[src/rtl/alu_op_sequencer_pkg.sv]
// Shared types and constants for the ALU operation sequencer and its result FIFO.
package alu_op_sequencer_pkg;

  localparam logic [2:0] OP_NONE = 3'b000;
  localparam logic [2:0] OP_SUB  = 3'b001;
  localparam logic [2:0] OP_GT   = 3'b010;
  localparam logic [2:0] OP_LT   = 3'b011;

  typedef enum logic {
    StIdle,
    StExec
  } state_e;

  typedef struct packed {
    logic [31:0] result;
    logic [3:0]  tag;
    logic        err;
  } fifo_entry_t;

  function automatic logic op_supported(input logic [2:0] op);
    return (op == OP_SUB) || (op == OP_GT) || (op == OP_LT);
  endfunction

endpackage

[src/rtl/alu_result_fifo.sv]
// Result FIFO with occupancy counter; the head entry is presented combinationally.
module alu_result_fifo #(
  parameter int unsigned Depth = 4,
  parameter type entry_t = logic [36:0]
) (
  input  logic   clk,
  input  logic   rst_n,
  input  logic   push,
  input  entry_t push_data,
  input  logic   pop,
  output entry_t head,
  output logic   empty,
  output logic   full
);

  localparam int unsigned PtrW = (Depth > 1) ? $clog2(Depth) : 1;
  localparam int unsigned CntW = $clog2(Depth + 1);

  entry_t            mem_q [Depth];
  logic [PtrW-1:0]   wr_ptr_q, wr_ptr_d;
  logic [PtrW-1:0]   rd_ptr_q, rd_ptr_d;
  logic [CntW-1:0]   count_q, count_d;
  logic              do_push, do_pop;

  assign empty   = (count_q == '0);
  assign full    = (count_q == CntW'(Depth));
  assign do_push = push && !full;
  assign do_pop  = pop && !empty;
  assign head    = mem_q[rd_ptr_q];

  always_comb begin
    wr_ptr_d = wr_ptr_q;
    rd_ptr_d = rd_ptr_q;
    count_d  = count_q;
    if (do_push) begin
      wr_ptr_d = (wr_ptr_q == PtrW'(Depth - 1)) ? '0 : wr_ptr_q + 1'b1;
    end
    if (do_pop) begin
      rd_ptr_d = (rd_ptr_q == PtrW'(Depth - 1)) ? '0 : rd_ptr_q + 1'b1;
    end
    // Simultaneous push and pop cancel out in the count.
    if (do_push && !do_pop) begin
      count_d = count_q + 1'b1;
    end else if (do_pop && !do_push) begin
      count_d = count_q - 1'b1;
    end
  end

  always_ff @(posedge clk or negedge rst_n) begin
    if (!rst_n) begin
      wr_ptr_q <= '0;
      rd_ptr_q <= '0;
      count_q  <= '0;
    end else begin
      wr_ptr_q <= wr_ptr_d;
      rd_ptr_q <= rd_ptr_d;
      count_q  <= count_d;
    end
  end

  // Storage needs no reset: entries are only observed while counted valid.
  always_ff @(posedge clk) begin
    if (do_push) begin
      mem_q[wr_ptr_q] <= push_data;
    end
  end

endmodule

[src/rtl/alu_op_sequencer.sv]
// Registers ALU requests, runs one EXEC cycle against an external combinational ALU,
// and queues {result, tag, err} responses in a result FIFO.
module alu_op_sequencer
  import alu_op_sequencer_pkg::*;
#(
  parameter int unsigned FIFO_DEPTH = 4
) (
  input  logic        clk,
  input  logic        rst_n,
  input  logic        req_valid,
  output logic        req_ready,
  input  logic [2:0]  req_opcode,
  input  logic [31:0] req_a,
  input  logic [31:0] req_b,
  input  logic [3:0]  req_tag,
  output logic [31:0] alu_a,
  output logic [31:0] alu_b,
  output logic [2:0]  alu_opcode,
  input  logic [31:0] alu_result,
  output logic        rsp_valid,
  input  logic        rsp_ready,
  output logic [31:0] rsp_result,
  output logic [3:0]  rsp_tag,
  output logic        rsp_err,
  output logic        busy
);

  state_e      state_q, state_d;
  logic [31:0] a_q, b_q;
  logic [2:0]  op_q;
  logic [3:0]  tag_q;
  logic        err_q;

  logic        handshake;
  logic        fifo_push;
  logic        fifo_empty;
  logic        fifo_full;
  fifo_entry_t push_entry;
  fifo_entry_t head_entry;

  assign handshake = req_valid && req_ready;

  // Space is guaranteed at handshake since only EXEC pushes and it follows IDLE.
  assign req_ready = (state_q == StIdle) && !fifo_full;
  assign busy      = (state_q != StIdle);

  always_comb begin
    state_d   = state_q;
    fifo_push = 1'b0;
    unique case (state_q)
      StIdle: begin
        if (handshake) begin
          state_d = StExec;
        end
      end
      StExec: begin
        fifo_push = 1'b1;
        state_d   = StIdle;
      end
      default: state_d = StIdle;
    endcase
  end

  always_ff @(posedge clk or negedge rst_n) begin
    if (!rst_n) begin
      state_q <= StIdle;
    end else begin
      state_q <= state_d;
    end
  end

  always_ff @(posedge clk or negedge rst_n) begin
    if (!rst_n) begin
      a_q   <= '0;
      b_q   <= '0;
      op_q  <= OP_NONE;
      tag_q <= '0;
      err_q <= 1'b0;
    end else if (handshake) begin
      a_q   <= req_a;
      b_q   <= req_b;
      op_q  <= op_supported(req_opcode) ? req_opcode : OP_NONE;
      tag_q <= req_tag;
      err_q <= !op_supported(req_opcode);
    end
  end

  assign alu_a      = a_q;
  assign alu_b      = b_q;
  assign alu_opcode = op_q;

  always_comb begin
    push_entry        = '0;
    push_entry.result = err_q ? 32'h0 : alu_result;
    push_entry.tag    = tag_q;
    push_entry.err    = err_q;
  end

  alu_result_fifo #(
    .Depth   (FIFO_DEPTH),
    .entry_t (fifo_entry_t)
  ) u_fifo (
    .clk       (clk),
    .rst_n     (rst_n),
    .push      (fifo_push),
    .push_data (push_entry),
    .pop       (rsp_ready),
    .head      (head_entry),
    .empty     (fifo_empty),
    .full      (fifo_full)
  );

  assign rsp_valid  = !fifo_empty;
  assign rsp_result = head_entry.result;
  assign rsp_tag    = head_entry.tag;
  assign rsp_err    = head_entry.err;

endmodule

[config.mk]
export PLATFORM = sky130hd
export DESIGN_NAME = alu_op_sequencer
export DESIGN_NICKNAME = d
export VERILOG_FILES = /design/src/rtl/alu_op_sequencer_pkg.sv /design/src/rtl/alu_result_fifo.sv /design/src/rtl/alu_op_sequencer.sv
export SDC_FILE = /design/constraint.sdc
export NUM_CORES = 1
export LEC_CHECK = 0
export CAP_MARGIN = 20
export CORE_ASPECT_RATIO = 0.9
export CORE_MARGIN = 1.5
export CORE_UTILIZATION = 45
export CTS_CLUSTER_DIAMETER = 50
export DETAILED_ROUTE_END_ITERATION = 7
export GPL_ROUTABILITY_DRIVEN = 0
export HOLD_SLACK_MARGIN = 0.1
export PLACE_DENSITY = 0.76
export SLEW_MARGIN = 25
export SYNTH_ARGS = -nofsm -noshare
export SYNTH_HDL_FRONTEND = slang
export SYNTH_HIERARCHICAL = 1
export SYNTH_SLANG_ARGS = --single-unit
[constraint.sdc]
create_clock -name clk -period 2 [get_ports clk]
set_input_delay 0.4 -clock clk [delete_from_list [all_inputs] [get_ports clk]]
set_output_delay 0.4 -clock clk [all_outputs]
set_load 0.05 [all_outputs]
Word level (Yosys, flattened, before mapping). Memories as Yosys holds them, arrays and structs flattened. Cells that the tools add are included.

Register bits: 80. Bits in writable memories: 148. Output and inout port bits: 107. Word-level logic and storage cells: 47. Memories kept: 1.

$add $sub $neg: 4. Eq/ne operators: 6. Muxes and demuxes: 11. Bitwise logic cells: 1. Reductions and logical operators: 15.

Memory list: u_fifo.mem_q (depth 4, bits a word 37, rd ports 1, clocked after memory_dff 0, write ports 1, line alu_result_fifo.sv:19) `entry_t mem_q [Depth];`.

Operators with widths (number): two-way mux 32 bit (1); two-way mux 3 bit (3); == test 3 x 2 -> 1 bit (second input constant) (2); logical AND 1 bit (6); logical NOT 1 bit (5); adder 2 x 1 -> 2 bit (second input constant) (2); == test 2 bit (second input constant) (2); two-way mux 1 bit (4); two-way mux 2 bit (2); adder 3 x 1 -> 3 bit (second input constant) (1); == test 3 x 1 -> 1 bit (second input constant) (1); == test 3 bit (second input constant) (1); logical NOT 3 bit (1); subtractor 3 x 1 -> 3 bit (second input constant) (1); logical OR 1 bit (2); one-hot mux 1 bit (2 select lines) (1); nonzero test 2 bit (1); NOT 1 bit (1).

Logic depth before layout (Yosys ltp). Gate-level depths: netlist of the first run.

Depth in word-level cells: 7. Gate-level depth with buffers: 9. Gate-level depth less buffers: 8.

Modules after synthesis. Netlist of the first run, hierarchy kept.

By module, submodules not included: alu_result_fifo (times used 1, cells each 230, area an instance 5786.8 µm²); alu_op_sequencer (times used 1, cells each 194, area an instance 3290.7 µm²).

Least setup slack after synthesis of the first run. Ideal clock, no wire load.

Kind: reg2reg. Start: register state_q (netlist: busy). End: memory u_fifo/mem_q[3][0] (netlist name), enable pin. Setup time: 0.398 ns. Arrival: 1.917 ns. Required time: 1.602 ns. Slack: -0.315 ns. Cell stages (with the launch flop): 4. Cells stage by stage: dfrtp_1 -> nor2b_1 -> buf_6 -> and2_1.

Longest elaborated chain between the ends: 4.

RTL lines: start, declared (line alu_op_sequencer.sv:28) `state_e state_q, state_d;`; start signal, assigned (line alu_op_sequencer.sv:66) `state_q <= StIdle;`; start signal, assigned (line alu_op_sequencer.sv:68) `state_q <= state_d;`; two-way mux 1 bit (line alu_op_sequencer.sv:50) `unique case (state_q)`; logical AND 1 bit (line alu_result_fifo.sv:27) `assign do_push = push && !full;`; via u_fifo.do_push (line alu_result_fifo.sv:23) `logic do_push, do_pop;`; two-way mux 1 bit (line alu_result_fifo.sv:63) `if (do_push) begin`; two-way mux 1 bit (not written as such) (line alu_result_fifo.sv:64) `mem_q[wr_ptr_q] <= push_data;`; end, declared (line alu_result_fifo.sv:19).

The timed path passes the listed nets, and every way through them passes these cells.

Final worst setup path of the first run.
Start: register u_fifo.rd_ptr_q[0]. End: output port rsp_result[30].

Longest elaborated chain between the ends: 1.

RTL lines: start, declared (line alu_result_fifo.sv:21) `logic [PtrW-1:0] rd_ptr_q, rd_ptr_d;`; start signal, assigned (line alu_result_fifo.sv:56) `rd_ptr_q <= rd_ptr_d;`; memory read (4 x 37 bit); end, declared (line alu_op_sequencer.sv:22) `output logic [31:0] rsp_result,`.

No other way between the ends.

==> results of run 1 <==
placed cells by master, fill, tap and decap left out, drive strengths merged, types with 6 or more instances in the layout:
cell / instances
dlygate4sd2: 66
buf: 85
clkdlybuf4s50: 105
inv: 6
clkinv: 8
mux4: 37
ha: 6
mux2: 75
edfxtp: 148
clkbuf: 34
dfrtp: 80
nor2b: 36
metrics by stage:
stage / instances / util
3_3_place_gp: 904 / 0.590
4_1_cts: 960 / 0.644
6_report: 964 / 0.648
5_1_grt: 964 / 0.648
2_1_floorplan: 424 / -
3_5_place_dp: 904 / 0.590
routing by layer:
layer | vias up | GRT usage | wire (um)
li1 | 2157 | - | -
met1 | 2372 | 0.233 | 7650
met2 | 236 | 0.307 | 9410
met3 | 32 | 0.0491 | 1540
met4 | 0 | 0.0417 | 378
met5 | - | 0 | 0
logic make-up (layout without fill, tap and decap cells):
kind of cell | count (synthesis) | in the layout
flip-flops | 228 | 228
multiplexers | 112 | 112
XOR/XNOR | 3 | 3
buffers and inverters | 24 | 309
adder cells (fa/ha/maj) | 7 | 7
AND/OR/NAND/NOR | 47 | 47
AO/OA/AOI/OAI | 3 | 3
repair_timing:
item / CTS / global route
gates resized for setup: 101 / 17
cloned: 2 / 1
pin swaps: 0 / 2
setup buffers: 6 / 6
hold endpoints to repair: 80 / 0
endpoints found under the setup margin: 104 / 39
hold buffers: 1 / 0
power breakdown:
part	total, mW	internal [mW]	switching, mW
clock network	5.06	3.21	1.85
logic	11.6	4.74	6.86
registers	7.46	6.70	0.756
registers in the layout (all words and copies together) (netlist names):
signal and cells:
u_fifo/mem_q 148, alu_a 32, alu_b 32, tag_q 4, alu_opcode 3, u_fifo/count_q 3
u_fifo/rd_ptr_q 2, u_fifo/wr_ptr_q 2, busy 1, err_q 1
cell usage after synthesis (all sizes together) (2+ instances only):
| cell type | instances |
|---|---|
| and2 | 4 |
| buf | 16 |
| clkbuf | 4 |
| dfrtp | 80 |
| edfxtp | 148 |
| ha | 6 |
| inv | 4 |
| mux2 | 75 |
| mux4 | 37 |
| nor2 | 3 |
| nor2b | 36 |
| nor3 | 2 |
| nor3b | 2 |
| xor2 | 2 |
worst max-delay path: cells and delay by family, from the launching register on:
kind	cells	cell delay, ns
mux	1	0.55
flops	1	0.42
buf+inv	3	0.43
final cells by class:
class	instances	area (um^2)
fill	1362	6990
sequential	228	6450
timing repair buffer	258	2730
multi-input combinational	172	2420
clock buffer	33	761
tap	255	319
clock inverter	14	180
inverter	4	15.0
worst max-delay path by stage:
stage          depth (start not counted)  slack, ns                 to
6_report                               4      -0.31     rsp_result[30]
5_1_grt                                4      -0.39         rsp_tag[0]
4_1_cts                                4      -0.33      rsp_result[0]
3_5_place_dp                           8      -0.08  u_fifo/count_q[2]
3_3_place_gp                           8      -0.01  u_fifo/count_q[2]
2_1_floorplan                          7       0.05  u_fifo/count_q[1]
==> results.toml, run 1 <==
[sta]
hold_ws_ns = 0.257
drv_slew = 0
finalCriticalPeriod_ns = 2.31
slew_headroom = 0.646
clock_skew_ns = 0.0168
fin_setup_tns_ns = -10.46
finalWorstSetupSlack_ns = -0.309
rsz0062_at_grt = "true"
setup_viol_count_final = 37
hold_viol_final = 0
fmax_ghz = 0.433
tightest_slew_ns = 0.533
fin_crit_sh = 1.15

[setup_path]
worst_r2r_endpoint = "u_fifo/count_q[2]"
crit_fanout = 7
arrival_ns = 1.91
critPathLaunch = "u_fifo/rd_ptr_q[0]"
critPathCaptureType = "primary output"
worstPathRequired_ns = 1.60
timing.rr.start = "u_fifo/count_q[2]"
reg2reg_depth = 8
cpMaxStageDelayCell = "mux4_2"
rrSetupSlack_ns = 0.03
startpoint_type = "register"
setup.worst_path.class = "register to primary output"
path_cells = "buf_4 > buf_8 > mux4_2 > buf_12"
max_stage_delay_ns = 0.55

[synthesis]
async_flop_share = 0.351
synth_area_leaders = "edfxtp_1 (49%), dfrtp_1 (22%), mux2_4 (12%)"
ys_types = 23
synth_flop_cell = "edfxtp_1"
synth_edf_count = 148
ys_seq_area_frac = 0.710
synthSimpleGateAreaFrac = 0.0327
synthMuxAreaShare = 0.214
synth_top_area_frac = 0.490
avgSynthCellArea_um2 = 21.4
synth_top_family_by_area = "multiplexers"
yosys_warnings = 6
postSynthCellCount = 424
yosys.area.top_type = "edfxtp_1"
synthAdderAreaFrac = 0.0105
synth_area_um2 = 9080
synth_xor_area_frac = 0.00289
synth_fp_nets = 538
synth-compound-area-share = 0.00303
ys_ff_latch = 228

[place]
pre_cts_slack_ns = -0.0778
dp_hpwl_um = 12000
postPlaceCellArea_um2 = 11700
io_buffers = 213

[status]
violations = "setup timing"
status = "complete, but fails checks"

[floorplan]
io-pin-count = 214
die_h_um = 138
die_x_um = 153
row_count = 49
start_util = 0.457
dieArea_um2 = 21000
coreArea_um2 = 19900

[clock_tree]
clock_latency_ns = 0.52
cts.path.max_buffers = 3
clk_pin_slew_ns = 0.06
cts_tree = "built"
clkSinkCount = 228
cts_buffers = 26
htree_levels = 1
root_buffer = "clkbuf_16"

[drt]
drc = 0
routed_via_density = 4.98
via_count = 4797
wire_per_inst_um = 19.7
routed_wirelength_um = 19000
ant_nets = 0
dr.pass1.iters = 7
drt_iter0_drc = 239

[power_and_ir_drop]
total_power_mw = 24.1
peakVddDrop_mv = 1.21
power_density_nw_per_um2 = 1870
power.leakage_nw = 5.09

[cells_and_area]
final_nets = 804
n_antenna_cell = 0
drive_gt1_frac = 0.360
area_growth_pct = 41.8
stdcell_area_um2 = 12900

[grt]
overflow = 0
grt_pass1_vias = 5271
antenna_found_initial = 0
grt_usage = 0.180
grt_pass1_wl_um = 29500
grt_max_degree = 71

[job]
maxCapViolCount = 0

[hold_path]
hold_class = "primary input to async pin"
Power figures use the tool's default switching activity.
==> run 2: changes to the inputs <==
Settings changed: GPL_TIMING_DRIVEN from default to 0.
==> results.toml, run 2 (synthesis results as in run 1) <==
[power_and_ir_drop]
peakVddDrop_mv = 1.33
power.leakage_nw = 4.98
power_density_nw_per_um2 = 1850

[drt]
via_count = 4825
ant_nets = 0
drt_iter0_drc = 168
drc = 0
dr.pass1.iters = 4
routed_wirelength_um = 19100
wire_per_inst_um = 20.0
routed_via_density = 5.04

[floorplan]
die_h_um = 138
row_count = 49
dieArea_um2 = 21000
start_util = 0.457
io-pin-count = 214
coreArea_um2 = 19900
die_x_um = 153

[sta]
fmax_ghz = 0.434
slew_headroom = 0.599
fin_crit_sh = 1.15
drv_slew = 0
fin_setup_tns_ns = -9.32
setup_viol_count_final = 37
finalCriticalPeriod_ns = 2.31
rsz0062_at_grt = "true"
tightest_slew_ns = 0.602
finalWorstSetupSlack_ns = -0.306
hold_viol_final = 0
clock_skew_ns = 0.00677

[setup_path]
cpMaxStageDelayCell = "mux4_2"
timing.rr.start = "u_fifo/count_q[2]"
rrSetupSlack_ns = 0.06
cp_top_family = "multiplexers"
setup.worst_path.class = "register to primary output"
max_stage_delay_ns = 0.55
critical_path_depth = 4
critPathLaunch = "u_fifo/rd_ptr_q[0]"
path_cells = "buf_6 > buf_12 > mux4_2 > buf_8"
worst_r2r_endpoint = "u_fifo/count_q[2]"
setup.worst_path.end = "rsp_result[31]"
crit_buf_inv = 3
startpoint_type = "register"
arrival_ns = 1.91
worstPathRequired_ns = 1.60
crit_fanout = 6
reg2reg_depth = 8
critPathCaptureType = "primary output"

[clock_tree]
root_buffer = "clkbuf_16"
cts_buffers = 25
clock_latency_ns = 0.49
cts.path.max_buffers = 3
htree_levels = 1
clkSinkCount = 228
cts_tree = "built"
clk_pin_slew_ns = 0.06

[grt]
antenna_found_initial = 0
grt_max_degree = 59
grt_pass1_vias = 5322
grt_usage = 0.179
overflow = 0
grt_pass1_wl_um = 29300

[status]
violations = "setup timing"
status = "complete, but fails checks"

[cells_and_area]
area_growth_pct = 39.5
top_register = "u_fifo/mem_q"
multiInputGateArea_um2 = 2420
regArea_um2 = 6450
mostFrequentLayoutCell = "edfxtp_1"
largest_register_ffs = 148
stdcell_area_um2 = 12700
layout_common_cells = "edfxtp_1 (148), clkdlybuf4s50_1 (105), dfrtp_1 (76)"
final_core_util = 0.638
final_nets = 798
n_antenna_cell = 0
drive_gt1_frac = 0.345
fillers = 1391

[hold_path]
hold_class = "primary input to async pin"

[place]
postPlaceCellArea_um2 = 11600
io_buffers = 213
dp_hpwl_um = 12300

[job]
maxCapViolCount = 0
[run 2: timing repair]
item | in CTS | in global routing
cloned | 1 | 3
pin swaps | 3 | 3
hold buffers | 1 | 0
setup buffers | 10 | 6
setup endpoints to repair | 257 | 40
gates resized for setup | 319 | 76
hold endpoints to repair | 22 | 0
[run 2: worst register-to-register path: stages (launching register included)]
cell,delay [ns]
dfrtp_1,0.39
buf_4,0.16
o31ai_4,0.25
ha_2,0.23
inv_2,0.04
fa_2,0.33
xor2_1,0.16
nor2_1,0.13
xor2_1,0.16
[run 2: power by group]
part	internal [mW]	leakage, nW	switching, mW
logic	4.58	2.28	6.92
registers	6.70	2.30	0.699
clock network	2.71	0.394	1.81
total	14.0	4.98	9.43
[run 2: cell type report]
cell class	instances	area share
sequential	228	0.509
multi-input combinational	172	0.191
timing repair buffer	234	0.187
clock buffer	29	0.0506
tap	255	0.0252
buffer	19	0.0215
clock inverter	16	0.0141
inverter	4	0.00119
[run 2: worst min path at each step]
stage	from	to	slack, ns	depth (start not counted)
floorplan	rst_n	alu_a[0]	0.10	0
global placement	alu_opcode[2]	alu_opcode[2]	0.48	1
detailed placement	rst_n	alu_a[31]	0.34	1
global route	rst_n	alu_a[21]	0.39	2
CTS	rst_n	alu_a[23]	0.36	2
finish	rst_n	alu_a[21]	0.37	2
[run 2: through the flow]
| stage | setup slack [ns] | instances | power (mW) | hold WS (ns) |
|---|---|---|---|---|
| floorplan | 0.0531 | 424 | 15.1 | 0.104 |
| global placement | -2.52 | 892 | 18.4 | 0.482 |
| detailed placement | -0.518 | 893 | 18.6 | 0.337 |
| CTS | -0.368 | 950 | 23.0 | 0.361 |
| global route | -0.362 | 957 | 24.4 | 0.386 |
| finish | -0.306 | 957 | 23.4 | 0.366 |
[run 2: routing by layer]
metal / share of wire / vias to the layer above / wire length [um] / global-route usage
li1: - / 2143 / - / -
met1: 0.41 / 2469 / 7760 / 0.225
met2: 0.51 / 195 / 9720 / 0.314
met3: 0.075 / 18 / 1430 / 0.0472
met4: 0.012 / 0 / 230 / 0.0401
met5: 0 / - / 0 / 0
